==> config.mk <==
export PLATFORM = sky130hd
export DESIGN_NAME = pkt_write_tse_flat
export DESIGN_NICKNAME = d
export VERILOG_FILES = /design/src/rtl/pkt_write_tse_if.sv /design/src/rtl/pkt_write_tse.sv /design/src/flat_wrapper.sv
export SDC_FILE = /design/constraint.sdc
export NUM_CORES = 1
export LEC_CHECK = 0
export ABC_AREA = 1
export BUFFER_PORTS_ARGS = -buffer_cell sky130_fd_sc_hd__buf_2
export CAP_MARGIN = 20
export CORE_MARGIN = 3
export CORE_UTILIZATION = 44
export DETAILED_ROUTE_END_ITERATION = 10
export HOLD_SLACK_MARGIN = 0.03
export PLACE_DENSITY = 0.76
export SLEW_MARGIN = 40
export SYNTH_ARGS = -nofsm -noshare
export SYNTH_HDL_FRONTEND = slang
export SYNTH_SLANG_ARGS = --single-unit
==> constraint.sdc <==
create_clock -name i_clk -period 1.65 [get_ports i_clk]
set_input_delay 0.165 -clock i_clk [delete_from_list [all_inputs] [get_ports i_clk]]
set_output_delay 0.165 -clock i_clk [all_outputs]
set_load 0.005 [all_outputs]
==> src/rtl/pkt_write_tse_if.sv <==
// rtl/pkt_write_tse_if.sv - packet-word, buffer-id and buffer-RAM signal bundle of pkt_write_tse
interface pkt_write_tse_if;
    logic         i_pkt_wr;
    logic [133:0] iv_pkt;
    logic         o_bufid_req;
    logic         i_pkt_bufid_wr;
    logic [8:0]   iv_pkt_bufid;
    logic         o_mem_wr;
    logic [15:0]  ov_mem_addr;
    logic [133:0] ov_mem_data;
    logic         o_pkt_done;
    logic [8:0]   ov_done_bufid;
    logic [7:0]   ov_done_lines;
    logic         o_bufid_release;
    logic [8:0]   ov_release_bufid;
    logic [15:0]  ov_pkt_cnt;
    logic [15:0]  ov_drop_cnt;
    logic [1:0]   ov_write_state;

    modport slave (
        input  i_pkt_wr, iv_pkt, i_pkt_bufid_wr, iv_pkt_bufid,
        output o_bufid_req, o_mem_wr, ov_mem_addr, ov_mem_data,
        output o_pkt_done, ov_done_bufid, ov_done_lines,
        output o_bufid_release, ov_release_bufid,
        output ov_pkt_cnt, ov_drop_cnt, ov_write_state
    );

    modport master (
        output i_pkt_wr, iv_pkt, i_pkt_bufid_wr, iv_pkt_bufid,
        input  o_bufid_req, o_mem_wr, ov_mem_addr, ov_mem_data,
        input  o_pkt_done, ov_done_bufid, ov_done_lines,
        input  o_bufid_release, ov_release_bufid,
        input  ov_pkt_cnt, ov_drop_cnt, ov_write_state
    );
endinterface

==> src/rtl/pkt_write_tse.sv <==
// rtl/pkt_write_tse.sv - writes 134-bit packet words into the packet buffer under a prefetched buffer id
module pkt_write_tse (
    input  logic            i_clk,
    input  logic            i_rst,
    pkt_write_tse_if.slave  bus
);
    localparam logic [1:0] ST_IDLE  = 2'd0;
    localparam logic [1:0] ST_WRITE = 2'd1;
    localparam logic [1:0] ST_DROP  = 2'd2;

    logic [1:0]   state_q, state_d;
    logic         valid_q, valid_d;
    logic [8:0]   bufid_q, bufid_d;
    logic [7:0]   line_q, line_d;
    logic         bufid_req_q, bufid_req_d;
    logic         mem_wr_q, mem_wr_d;
    logic [15:0]  mem_addr_q, mem_addr_d;
    logic [133:0] mem_data_q, mem_data_d;
    logic         pkt_done_q, pkt_done_d;
    logic [8:0]   done_bufid_q, done_bufid_d;
    logic [7:0]   done_lines_q, done_lines_d;
    logic         release_q, release_d;
    logic [8:0]   release_bufid_q, release_bufid_d;
    logic [15:0]  pkt_cnt_q, pkt_cnt_d;
    logic [15:0]  drop_cnt_q, drop_cnt_d;

    logic [1:0]   word_type;
    logic         is_head;
    logic         is_end;
    logic         clr_valid;

    // bit 0 of the type field marks a packet start, bit 1 a packet end
    assign word_type = bus.iv_pkt[133:132];
    assign is_head   = word_type[0];
    assign is_end    = word_type[1];

    always_comb begin
        state_d         = state_q;
        line_d          = line_q;
        mem_wr_d        = 1'b0;
        mem_addr_d      = mem_addr_q;
        mem_data_d      = mem_data_q;
        pkt_done_d      = 1'b0;
        done_bufid_d    = done_bufid_q;
        done_lines_d    = done_lines_q;
        release_d       = 1'b0;
        release_bufid_d = release_bufid_q;
        pkt_cnt_d       = pkt_cnt_q;
        drop_cnt_d      = drop_cnt_q;
        clr_valid       = 1'b0;

        case (state_q)
            ST_IDLE: begin
                if (bus.i_pkt_wr && is_head) begin
                    if (valid_q) begin
                        mem_wr_d   = 1'b1;
                        mem_addr_d = {bufid_q, 7'd0};
                        mem_data_d = bus.iv_pkt;
                        if (is_end) begin
                            pkt_done_d   = 1'b1;
                            done_bufid_d = bufid_q;
                            done_lines_d = 8'd1;
                            clr_valid    = 1'b1;
                            pkt_cnt_d    = (pkt_cnt_q == 16'hFFFF) ? pkt_cnt_q : pkt_cnt_q + 16'd1;
                        end else begin
                            line_d  = 8'd1;
                            state_d = ST_WRITE;
                        end
                    end else begin
                        drop_cnt_d = (drop_cnt_q == 16'hFFFF) ? drop_cnt_q : drop_cnt_q + 16'd1;
                        if (!is_end) begin
                            state_d = ST_DROP;
                        end
                    end
                end
            end
            ST_WRITE: begin
                if (bus.i_pkt_wr) begin
                    // overlength (line 128 reached) and a missing tail both abort the held buffer
                    if (line_q[7] || is_head) begin
                        release_d       = 1'b1;
                        release_bufid_d = bufid_q;
                        clr_valid       = 1'b1;
                        drop_cnt_d      = (drop_cnt_q == 16'hFFFF) ? drop_cnt_q : drop_cnt_q + 16'd1;
                        state_d         = is_end ? ST_IDLE : ST_DROP;
                    end else begin
                        mem_wr_d   = 1'b1;
                        mem_addr_d = {bufid_q, line_q[6:0]};
                        mem_data_d = bus.iv_pkt;
                        if (is_end) begin
                            pkt_done_d   = 1'b1;
                            done_bufid_d = bufid_q;
                            done_lines_d = line_q + 8'd1;
                            clr_valid    = 1'b1;
                            pkt_cnt_d    = (pkt_cnt_q == 16'hFFFF) ? pkt_cnt_q : pkt_cnt_q + 16'd1;
                            state_d      = ST_IDLE;
                        end else begin
                            line_d = line_q + 8'd1;
                        end
                    end
                end
            end
            ST_DROP: begin
                if (bus.i_pkt_wr && is_end) begin
                    state_d = ST_IDLE;
                end
            end
            default: state_d = ST_IDLE;
        endcase

        // release of the current id takes effect before a same-cycle delivery is considered
        valid_d = valid_q && !clr_valid;
        bufid_d = bufid_q;
        if (bus.i_pkt_bufid_wr && !valid_d) begin
            valid_d = 1'b1;
            bufid_d = bus.iv_pkt_bufid;
        end
        bufid_req_d = !valid_d;
    end

    always_ff @(posedge i_clk) begin
        if (i_rst) begin
            state_q         <= ST_IDLE;
            valid_q         <= 1'b0;
            bufid_q         <= 9'd0;
            line_q          <= 8'd0;
            bufid_req_q     <= 1'b0;
            mem_wr_q        <= 1'b0;
            mem_addr_q      <= 16'd0;
            mem_data_q      <= 134'd0;
            pkt_done_q      <= 1'b0;
            done_bufid_q    <= 9'd0;
            done_lines_q    <= 8'd0;
            release_q       <= 1'b0;
            release_bufid_q <= 9'd0;
            pkt_cnt_q       <= 16'd0;
            drop_cnt_q      <= 16'd0;
        end else begin
            state_q         <= state_d;
            valid_q         <= valid_d;
            bufid_q         <= bufid_d;
            line_q          <= line_d;
            bufid_req_q     <= bufid_req_d;
            mem_wr_q        <= mem_wr_d;
            mem_addr_q      <= mem_addr_d;
            mem_data_q      <= mem_data_d;
            pkt_done_q      <= pkt_done_d;
            done_bufid_q    <= done_bufid_d;
            done_lines_q    <= done_lines_d;
            release_q       <= release_d;
            release_bufid_q <= release_bufid_d;
            pkt_cnt_q       <= pkt_cnt_d;
            drop_cnt_q      <= drop_cnt_d;
        end
    end

    assign bus.o_bufid_req      = bufid_req_q;
    assign bus.o_mem_wr         = mem_wr_q;
    assign bus.ov_mem_addr      = mem_addr_q;
    assign bus.ov_mem_data      = mem_data_q;
    assign bus.o_pkt_done       = pkt_done_q;
    assign bus.ov_done_bufid    = done_bufid_q;
    assign bus.ov_done_lines    = done_lines_q;
    assign bus.o_bufid_release  = release_q;
    assign bus.ov_release_bufid = release_bufid_q;
    assign bus.ov_pkt_cnt       = pkt_cnt_q;
    assign bus.ov_drop_cnt      = drop_cnt_q;
    assign bus.ov_write_state   = state_q;
endmodule

==> src/flat_wrapper.sv <==
// flat-port wrapper written by rule: the top's interface ports become plain ports
module pkt_write_tse_flat 
  (i_clk, i_rst, bus_i_pkt_wr, bus_iv_pkt, bus_i_pkt_bufid_wr, bus_iv_pkt_bufid, bus_o_bufid_req, bus_o_mem_wr, bus_ov_mem_addr, bus_ov_mem_data, bus_o_pkt_done, bus_ov_done_bufid, bus_ov_done_lines, bus_o_bufid_release, bus_ov_release_bufid, bus_ov_pkt_cnt, bus_ov_drop_cnt, bus_ov_write_state);
  pkt_write_tse_if bus_i ();
  input  logic i_clk;
  input  logic i_rst;
  input wire logic [$bits(bus_i.i_pkt_wr)-1:0] bus_i_pkt_wr;
  input wire logic [$bits(bus_i.iv_pkt)-1:0] bus_iv_pkt;
  input wire logic [$bits(bus_i.i_pkt_bufid_wr)-1:0] bus_i_pkt_bufid_wr;
  input wire logic [$bits(bus_i.iv_pkt_bufid)-1:0] bus_iv_pkt_bufid;
  output wire logic [$bits(bus_i.o_bufid_req)-1:0] bus_o_bufid_req;
  output wire logic [$bits(bus_i.o_mem_wr)-1:0] bus_o_mem_wr;
  output wire logic [$bits(bus_i.ov_mem_addr)-1:0] bus_ov_mem_addr;
  output wire logic [$bits(bus_i.ov_mem_data)-1:0] bus_ov_mem_data;
  output wire logic [$bits(bus_i.o_pkt_done)-1:0] bus_o_pkt_done;
  output wire logic [$bits(bus_i.ov_done_bufid)-1:0] bus_ov_done_bufid;
  output wire logic [$bits(bus_i.ov_done_lines)-1:0] bus_ov_done_lines;
  output wire logic [$bits(bus_i.o_bufid_release)-1:0] bus_o_bufid_release;
  output wire logic [$bits(bus_i.ov_release_bufid)-1:0] bus_ov_release_bufid;
  output wire logic [$bits(bus_i.ov_pkt_cnt)-1:0] bus_ov_pkt_cnt;
  output wire logic [$bits(bus_i.ov_drop_cnt)-1:0] bus_ov_drop_cnt;
  output wire logic [$bits(bus_i.ov_write_state)-1:0] bus_ov_write_state;
  assign bus_i.i_pkt_wr = bus_i_pkt_wr;
  assign bus_i.iv_pkt = bus_iv_pkt;
  assign bus_i.i_pkt_bufid_wr = bus_i_pkt_bufid_wr;
  assign bus_i.iv_pkt_bufid = bus_iv_pkt_bufid;
  assign bus_o_bufid_req = bus_i.o_bufid_req;
  assign bus_o_mem_wr = bus_i.o_mem_wr;
  assign bus_ov_mem_addr = bus_i.ov_mem_addr;
  assign bus_ov_mem_data = bus_i.ov_mem_data;
  assign bus_o_pkt_done = bus_i.o_pkt_done;
  assign bus_ov_done_bufid = bus_i.ov_done_bufid;
  assign bus_ov_done_lines = bus_i.ov_done_lines;
  assign bus_o_bufid_release = bus_i.o_bufid_release;
  assign bus_ov_release_bufid = bus_i.ov_release_bufid;
  assign bus_ov_pkt_cnt = bus_i.ov_pkt_cnt;
  assign bus_ov_drop_cnt = bus_i.ov_drop_cnt;
  assign bus_ov_write_state = bus_i.ov_write_state;
  pkt_write_tse u_core (.i_clk(i_clk), .i_rst(i_rst), .bus(bus_i));
endmodule
==> flow_metrics.py, run 1 <==
metrics = {
    "floorplan": {
        "core-area_sq_um": 19800,
        "ios": 361,
        "dieArea_sq_um": 22400,
        "row_count": 51,
        "die_x_microns": 150,
        "dieHeight_microns": 150,
        "initial_core_util": 0.458,
    },
    "critical_path": {
        "crit_required_ns": 2.04,
        "cp-startpoint": "u_core.bus.ov_write_state[0]",
        "cp_cell_sequence": "inv_2, nor2_2, nand2_2, nand2_4, nor2_4, buf_4, clkbuf_16, o21ai_0, nor2_1",
        "r2r_end": "u_core.bus.ov_mem_data[51]",
        "crit_family": "simple AND/OR/NAND/NOR gates",
        "cp_slowest_cell": "dfxtp_4",
        "cp-end-kind": "register",
        "crit_buf_inv": 3,
        "cp_max_fo": 23,
        "r2r_cells": 9,
        "crit_arrival_ns": 2.02,
        "criticalPathCategory": "reg2reg",
        "cpPeakStageDelay_ns": 0.38,
        "startpoint_type": "register",
        "crit-reg2reg-launch": "u_core.bus.ov_write_state[0]",
        "r2r_slack_ns": 0.02,
    },
    "yosys": {
        "ys_warn_count": 0,
        "synth.ff_latch_count": 232,
        "postSynthNetCount": 1394,
        "ys_seq_area_frac": 0.511,
        "syn_area_sq_um": 9090,
        "avgSynthCellArea_sq_um": 7.31,
        "syn_inst": 1244,
        "synth.distinct_cells": 31,
    },
    "power": {
        "p_int_mw": 14.9,
        "clock_power_share": 0.224,
        "switchingPower_mw": 9.45,
        "pwr-share-comb": 0.413,
        "p_per_area_nw_per_um2": 1760,
        "ir_drop_uv": 1240,
        "seqPwrFrac": 0.363,
        "p_sw_frac": 0.388,
        "p_leak_nw": 6.78,
    },
    "global_route": {
        "overflow": 0,
        "grt_pass1_vias": 10300,
        "grt_pass1_wl_microns": 51800,
        "grt_max_degree": 109,
        "antenna_found_initial": 1,
        "grt.total_usage": 0.284,
    },
    "cts": {
        "root_buffer": "clkbuf_16",
        "clock_path_buffers": 3,
        "clk_latency_ns": 0.50,
        "htree_levels": 1,
        "cts_tree": "yes",
        "clk_pin_slew_worst_paths_ns": 0.06,
        "numCtsBuffers": 25,
        "clkSinkCount": 232,
    },
    "placed_design": {
        "place.gp.congestion": 0.883,
        "dp_hpwl_microns": 20000,
        "port_buffers": 360,
        "pre_cts_ws_ns": -0.0467,
    },
    "routing": {
        "via_per_inst": 5.22,
        "drc": 0,
        "drtIter0Drc": 756,
        "wl_per_cell_microns": 17.2,
        "ant_nets": 0,
        "via_count": 10700,
        "dr.pass1.iters": 6,
        "wirelength_microns": 35300,
    },
    "job": {
        "drv_cap": 0,
    },
    "timing": {
        "finalCriticalPeriod_ns": 1.63,
        "max_clock_freq_ghz": 0.613,
        "max_slew_margin": 0.596,
        "hold_violations": 0,
        "fin_crit_sh": 0.989,
        "setup_tns_ns": 0,
        "final-setup-viol-count": 0,
        "rsz0062_at_grt": "true",
        "tightestPinTransition_ns": 0.607,
        "final.setup.worst_slack_ns": 0.0183,
        "drv_slew": 0,
        "fin_skew_ns": 0.00617,
    },
    "final_layout": {
        "final_common_cell": "nor2_1",
        "layout_common_cells": "nor2_1 (371), buf_2 (361), dfxtp_1 (228)",
        "num-nets-final": 1918,
        "fillCellCount": 1457,
        "postLayoutCoreUtil": 0.699,
        "n_antenna_cell": 0,
        "synthToLayoutAreaGrowth_pct": 52.6,
        "drive_above_1_share": 0.283,
    },
    "min_path": {
        "worstHoldStart": "bus_i_pkt_bufid_wr",
        "holdPathStages": 3,
        "hold_path.class": "in2reg",
        "hold_path_end": "u_core.valid_q",
    },
    "run_status": {
        "status": "finished clean",
    },
}
==> power by group through the flow <==
stage / logic, mW / clock network [mW] / registers, mW
after CTS: 8.72 / 5.51 / 8.64
final: 10.1 / 5.46 / 8.84
after detailed placement: 8.41 / 0 / 8.67
after floorplan: 4.37 / 0 / 8.88
after global placement: 8.24 / 0 / 8.65
after global routing: 10.9 / 5.73 / 9.00
==> layer usage <==
layer | share of wire | track usage
met1 | 0.36 | 0.323
met2 | 0.48 | 0.479
met3 | 0.083 | 0.0663
met4 | 0.077 | 0.181
met5 | 0.00037 | 0
==> worst min-delay path, stage by stage <==
cell	delay, ns
buf_2	0.20
inv_1	0.10
a21oi_1	0.07
==> worst max-delay path by stage <==
stage,endpoint,cells after the start
finish,u_core.bus.ov_mem_data[51],9
global placement,u_core.bus.ov_mem_data[92],7
floorplan,u_core.bus.ov_pkt_cnt[12],11
global route,u_core.bus.ov_mem_addr[2],9
CTS,u_core.bus.ov_drop_cnt[14],9
detailed placement,u_core.bus.ov_mem_data[78],7
==> synthesized netlist by cell type <==
cell,n,area [sq um]
nor2_1,379,1420
dfxtp_1,232,4640
nand2_1,175,657
o21ai_0,154,771
a21oi_1,63,315
inv_1,57,214
nand3_1,47,235
clkbuf_1,31,116
buf_4,21,158
buf_2,15,75.1
o21ai_1,12,60.1
nor3_1,8,40.0
xor2_1,7,61.3
inv_2,6,22.5
nand4_1,6,37.5
nor2_2,5,31.3
ha_1,3,37.5
nand2_2,3,18.8
nand2_4,3,33.8
xnor2_1,3,26.3
buf_1,2,7.51
clkinv_1,2,7.51
o211ai_1,2,15.0
a21boi_0,1,7.51
a21oi_2,1,8.76
and2_0,1,6.26
buf_6,1,11.3
nor2_4,1,11.3
nor2_8,1,20.0
nor3b_1,1,7.51
o21ai_2,1,8.76
==> final cells by class <==
class / count / area (sq um) / area share
sequential: 232 / 4650 / 0.335
timing repair buffer: 566 / 3920 / 0.283
multi-input combinational: 877 / 3880 / 0.280
clock buffer: 41 / 786 / 0.0567
tap: 265 / 332 / 0.0239
inverter: 65 / 258 / 0.0186
clock inverter: 4 / 26.3 / 0.00189
timing repair inverter: 1 / 7.51 / 0.000541
==> logic make-up after synthesis <==
kind of cell	count (synthesis)	synth area share
simple gates	630	0.277
compound gates	234	0.131
flops	232	0.511
buf+inv	135	0.0673
xor+xnor	10	0.00964
fa+ha+maj	3	0.00413
==> sequential cells by signal, summed over array words and instances (netlist names) <==
name                         cells
u_core.bus.ov_mem_data         134
u_core.bus.ov_drop_cnt          16
u_core.bus.ov_mem_addr          16
u_core.bus.ov_pkt_cnt           16
u_core.bufid_q                   9
u_core.bus.ov_done_bufid         9
u_core.bus.ov_release_bufid      9
u_core.bus.ov_done_lines         8
u_core.line_q                    8
u_core.bus.ov_write_state        2
u_core.bus.o_bufid_release       1
u_core.bus.o_bufid_req           1
u_core.bus.o_mem_wr              1
u_core.bus.o_pkt_done            1
u_core.valid_q                   1
==> per-stage QoR <==
stage	hold WS [ns]	cells	cell area [sq um]	power, mW
2_1_floorplan	0.300	1244	9090	13.2
3_3_place_gp	0.385	1849	11300	16.9
3_5_place_dp	0.391	1849	11300	17.1
4_1_cts	0.0778	2035	13600	22.9
5_1_grt	0.115	2051	13900	25.6
6_report	0.0911	2051	13900	24.4
==> timing repair <==
item / 4_1_cts / 5_1_grt
pin swaps: 0 / 7
setup buffers: 0 / 7
endpoints found under the setup margin: 79 / 173
hold buffers: 141 / 0
cloned: 0 / 9
gates resized for setup: 3 / 43
hold endpoints to repair: 141 / 0
No activity file was read; power rests on OpenSTA's default activity.
==> inputs of run 2 (changes only) <==
--- a/config.mk
+++ b/config.mk
@@ -13,6 +13,7 @@
 export DETAILED_ROUTE_END_ITERATION = 10
 export HOLD_SLACK_MARGIN = 0.03
 export PLACE_DENSITY = 0.76
+export REMOVE_ABC_BUFFERS = 1
 export SLEW_MARGIN = 40
 export SYNTH_ARGS = -nofsm -noshare
 export SYNTH_HDL_FRONTEND = slang
==> flow_metrics.py, run 2 (same netlist as run 1, synthesis figures left out) <==
metrics = {
    "run_status": {
        "status": "finished clean",
    },
    "timing": {
        "finalCriticalPeriod_ns": 1.64,
        "final-setup-viol-count": 0,
        "max_slew_margin": 0.587,
        "rsz0062_at_grt": "true",
        "max_clock_freq_ghz": 0.611,
        "hold_violations": 0,
        "drv_slew": 0,
        "tightestPinTransition_ns": 0.620,
        "fin_skew_ns": 0.00716,
        "whs_ns": 0.0786,
        "fin_crit_sh": 0.992,
    },
    "final_layout": {
        "fillCellCount": 1442,
        "synthToLayoutAreaGrowth_pct": 52.7,
        "layout_common_cells": "nor2_1 (377), buf_2 (360), dfxtp_1 (228)",
        "final_common_cell": "nor2_1",
        "drive_above_1_share": 0.279,
        "largest_reg_flops": 134,
        "num-nets-final": 1918,
    },
    "global_route": {
        "antenna_found_initial": 1,
        "grt_max_degree": 70,
        "grt_pass1_wl_microns": 53400,
        "overflow": 0,
        "grt_pass1_vias": 10300,
        "grt.total_usage": 0.292,
    },
    "cts": {
        "clock_path_buffers": 3,
        "clk_latency_ns": 0.51,
        "clkSinkCount": 232,
        "numCtsBuffers": 25,
        "htree_levels": 1,
        "cts_tree": "yes",
        "root_buffer": "clkbuf_16",
        "clk_pin_slew_worst_paths_ns": 0.06,
    },
    "critical_path": {
        "startpoint_type": "register",
        "crit_arrival_ns": 2.07,
        "criticalPathCategory": "reg2reg",
        "cp_cell_sequence": "a21oi_2, inv_2, nor2_4, buf_6, clkbuf_16, o21ai_0, nor2_1",
        "cp_max_fo": 34,
        "cp-end-kind": "register",
        "cpPeakStageDelay_ns": 0.35,
        "crit_required_ns": 2.08,
        "cp_slowest_cell": "dfxtp_2",
    },
    "routing": {
        "wl_per_cell_microns": 17.5,
        "wirelength_microns": 35900,
        "dr.pass1.iters": 6,
        "drc": 0,
        "ant_nets": 0,
        "drtIter0Drc": 741,
        "via_count": 10800,
        "via_per_inst": 5.25,
    },
    "power": {
        "total_power_mw": 24.5,
        "p_per_area_nw_per_um2": 1770,
        "p_leak_nw": 6.79,
        "ir_drop_uv": 1690,
    },
    "floorplan": {
        "initial_core_util": 0.458,
        "row_count": 51,
        "ios": 361,
        "core-area_sq_um": 19800,
        "die_x_microns": 150,
        "dieArea_sq_um": 22400,
        "dieHeight_microns": 150,
    },
    "placed_design": {
        "port_buffers": 360,
        "place.gp.congestion": 0.875,
        "dp_hpwl_microns": 19900,
    },
    "min_path": {
        "hold_path.class": "in2reg",
    },
    "job": {
        "drv_cap": 0,
    },
}
-- run 2: changes by cell type in the layout (fill, tap and decap cells not counted), sizes merged --
cell	before	now
clkinvlp	3	0
buf	420	421
clkbuf	46	47
diode	0	1
inv	64	65
-- run 2: what timing repair did --
item                       4_1_cts  5_1_grt
hold endpoints to repair       141        0
setup buffers                    3        3
gates resized for setup          1       41
hold buffers                   141        0
pin swaps                        1       10
gates cloned                     0        5
setup endpoints to repair        6      189
-- run 2: path summary, 6_finish.rpt --
| path | start | endpoint | slack (ns) | cells past startpoint |
|---|---|---|---|---|
| hold reg to reg | u_core.bus.ov_mem_addr[10] | u_core.bus.ov_mem_addr[10] | 0.46 | 2 |
| setup reg to reg | u_core.bus.ov_write_state[0] | u_core.bus.ov_mem_data[21] | 0.01 | 7 |
| setup / recovery | u_core.bus.ov_write_state[0] | u_core.bus.ov_mem_data[21] | 0.01 | 7 |
| hold / removal | i_rst | u_core.bus.ov_drop_cnt[7] | 0.08 | 4 |
-- run 2: worst max-delay path, delay by kind of cell (launching register included) --
kind / cells / cell delay [ns]
AND/OR/NAND/NOR: 2 / 0.36
AO/OA/AOI/OAI: 2 / 0.33
buffers and inverters: 3 / 0.51
flip-flops: 1 / 0.35
-- run 2: cell type report --
type                            instances  area (sq um)  area share
Sequential cell                       232          4650       0.335
Multi-Input combinational cell        877          3880       0.280
Inverter                               65           251      0.0181
Clock inverter                          3          18.8     0.00135
Timing Repair Buffer                  567          3960       0.285
Antenna cell                            1          2.50    0.000180
Clock buffer                           42           779      0.0562
Tap cell                              265           332      0.0239
-- run 2: through the flow --
stage,utilization,instances,setup TNS (ns),area [sq um],setup WS (ns)
after CTS,0.686,2043,0,13600,0.0189
after detailed placement,0.574,1854,-0.0235,11400,-0.0184
after global routing,0.699,2052,-0.483,13900,-0.0680
after floorplan,-,1174,-387.65,8720,-2.30
final,0.699,2052,0,13900,0.0129
after global placement,0.574,1854,0,11400,0.0510
-- run 2: routing by layer --
layer / share of wire / global-route usage / vias up
met3: 0.089 / 0.0627 / 188
met2: 0.48 / 0.487 / 689
li1: - / - / 5016
met1: 0.36 / 0.342 / 4876
met4: 0.073 / 0.186 / 0
met5: 0 / 0 / -
-- run 2: where the power goes --
part,internal [mW],switching [mW]
sequential,7.66,1.21
combinational,4.18,6.03
clock,3.20,2.25
total,15.0,9.48
==> inputs of run 3 (changes only) <==
--- a/config.mk
+++ b/config.mk
@@ -13,6 +13,7 @@
 export DETAILED_ROUTE_END_ITERATION = 10
 export HOLD_SLACK_MARGIN = 0.03
 export PLACE_DENSITY = 0.76
+export RECOVER_POWER = 50
 export REMOVE_ABC_BUFFERS = 1
 export SLEW_MARGIN = 40
 export SYNTH_ARGS = -nofsm -noshare
==> flow_metrics.py, run 3 (same netlist as run 1, synthesis figures left out) <==
metrics = {
    "routing": {
        "dr.pass1.iters": 6,
        "ant_nets": 0,
        "drc": 0,
        "via_count": 10700,
        "wl_per_cell_microns": 17.5,
        "wirelength_microns": 35800,
        "drtIter0Drc": 743,
        "via_per_inst": 5.23,
    },
    "timing": {
        "finalCriticalPeriod_ns": 1.63,
        "tightestPinTransition_ns": 0.623,
        "final-setup-viol-count": 0,
        "hold_violations": 0,
        "final.setup.worst_slack_ns": 0.0158,
        "fin_crit_sh": 0.990,
        "drv_slew": 0,
        "max_slew_margin": 0.584,
        "fin_skew_ns": 0.00692,
        "rsz0062_at_grt": "true",
        "max_clock_freq_ghz": 0.612,
    },
    "critical_path": {
        "crit_arrival_ns": 2.07,
        "cp_cell_sequence": "a21oi_2, inv_2, nor2_4, buf_6, clkbuf_16, o21ai_0, nor2_1",
        "cp_max_fo": 34,
        "crit_required_ns": 2.08,
        "r2r_slack_ns": 0.02,
        "crit-reg2reg-launch": "u_core.bus.ov_write_state[0]",
        "r2r_end": "u_core.bus.ov_mem_data[21]",
        "cp-end-kind": "register",
        "r2r_cells": 7,
        "cpPeakStageDelay_ns": 0.35,
        "criticalPathCategory": "reg2reg",
        "cp_slowest_cell": "dfxtp_2",
        "startpoint_type": "register",
    },
    "min_path": {
        "holdPathStages": 4,
        "worstHoldStart": "i_rst",
        "hold_path_end": "u_core.bus.ov_drop_cnt[7]",
        "hold_path.class": "in2reg",
    },
    "final_layout": {
        "drive_above_1_share": 0.189,
        "final_common_cell": "nor2_1",
        "largest_reg_flops": 134,
        "layout_common_cells": "nor2_1 (377), dfxtp_1 (228), buf_2 (206)",
        "fin_cells": 2052,
        "num-nets-final": 1918,
        "synthToLayoutAreaGrowth_pct": 50.3,
    },
    "global_route": {
        "overflow": 0,
        "grt_max_degree": 70,
        "grt_pass1_vias": 10300,
        "grt.total_usage": 0.292,
        "antenna_found_initial": 1,
        "grt_pass1_wl_microns": 53400,
    },
    "floorplan": {
        "row_count": 51,
        "dieHeight_microns": 150,
        "dieArea_sq_um": 22400,
        "ios": 361,
        "initial_core_util": 0.458,
        "core-area_sq_um": 19800,
        "die_x_microns": 150,
    },
    "run_status": {
        "status": "finished clean",
    },
    "placed_design": {
        "dp_hpwl_microns": 19900,
        "placedCellCount": 1854,
        "pre_cts_ws_ns": -0.0184,
        "port_buffers": 360,
        "place.gp.congestion": 0.875,
    },
    "power": {
        "total_power_mw": 24.1,
        "ir_drop_uv": 1680,
        "p_leak_nw": 6.15,
        "p_per_area_nw_per_um2": 1770,
    },
    "cts": {
        "cts_tree": "yes",
        "clk_pin_slew_worst_paths_ns": 0.06,
        "numCtsBuffers": 25,
        "htree_levels": 1,
        "clkSinkCount": 232,
        "root_buffer": "clkbuf_16",
        "clock_path_buffers": 3,
        "clk_latency_ns": 0.51,
    },
    "job": {
        "drv_cap": 0,
    },
}
==> run 3: changes by cell type in the layout (fill, tap and decap cells not counted), sizes merged <==
cell and change:
clkbuf +160, buf -160
==> run 3: power by group <==
part | internal, mW | switching (mW) | leakage, nW
registers | 7.66 | 1.24 | 1.90
logic | 3.80 | 6.01 | 3.85
clock network | 3.20 | 2.24 | 0.395
==> run 3: how the worst max path moves through the flow <==
stage                                       from                           to  slack [ns]  depth (start not counted)
floorplan           u_core.bus.ov_write_state[0]  u_core.bus.ov_mem_data[132]       -2.30                          6
global placement    u_core.bus.ov_write_state[1]  u_core.bus.ov_mem_data[132]        0.05                          8
detailed placement  u_core.bus.ov_write_state[1]  u_core.bus.ov_mem_data[132]       -0.02                          8
CTS                 u_core.bus.ov_write_state[1]   u_core.bus.ov_mem_data[91]        0.02                          8
global route        u_core.bus.ov_write_state[0]   u_core.bus.ov_mem_data[43]       -0.07                          9
finish              u_core.bus.ov_write_state[0]   u_core.bus.ov_mem_data[21]        0.02                          7
==> run 3: per-layer routing <==
layer  GRT usage  routed length, microns
met5           0                       0
met4       0.186                    2600
met3      0.0627                    3180
met2       0.487                   17200
met1       0.342                   12900
==> run 3: cell type report <==
cell class | instances | area (sq um)
tap | 265 | 332
timing repair buffer | 567 | 3740
antenna | 1 | 2.50
sequential | 232 | 4650
fill | 1563 | 6180
inverter | 65 | 251
clock buffer | 42 | 779
clock inverter | 3 | 18.8
multi-input combinational | 877 | 3880
==> run 3: per-stage QoR <==
stage                util  hold slack, ns  TNS, ns  cell area [sq um]
CTS                 0.686          0.0625        0              13600
global placement    0.574           0.385        0              11400
detailed placement  0.574           0.392  -0.0235              11400
finish              0.688          0.0767        0              13700
floorplan               -           0.234  -387.65               8720
global route        0.688          0.0896   -0.487              13700
==> run 3: critical path, delay by kind of cell (launching register included) <==
kind / cells / cell delay, ns
simple gates: 2 / 0.35
compound gates: 2 / 0.33
buf+inv: 3 / 0.51
flops: 1 / 0.35
==> run 3: repair_timing <==
| action | 4_1_cts | 5_1_grt |
|---|---|---|
| buffers inserted | 3 | 3 |
| pin swaps | 1 | 10 |
| endpoints found under the setup margin | 6 | 189 |
| hold buffers | 141 | 0 |
| endpoints found under the hold margin | 141 | 0 |
| cloned | 0 | 5 |
| gates resized for setup | 1 | 41 |
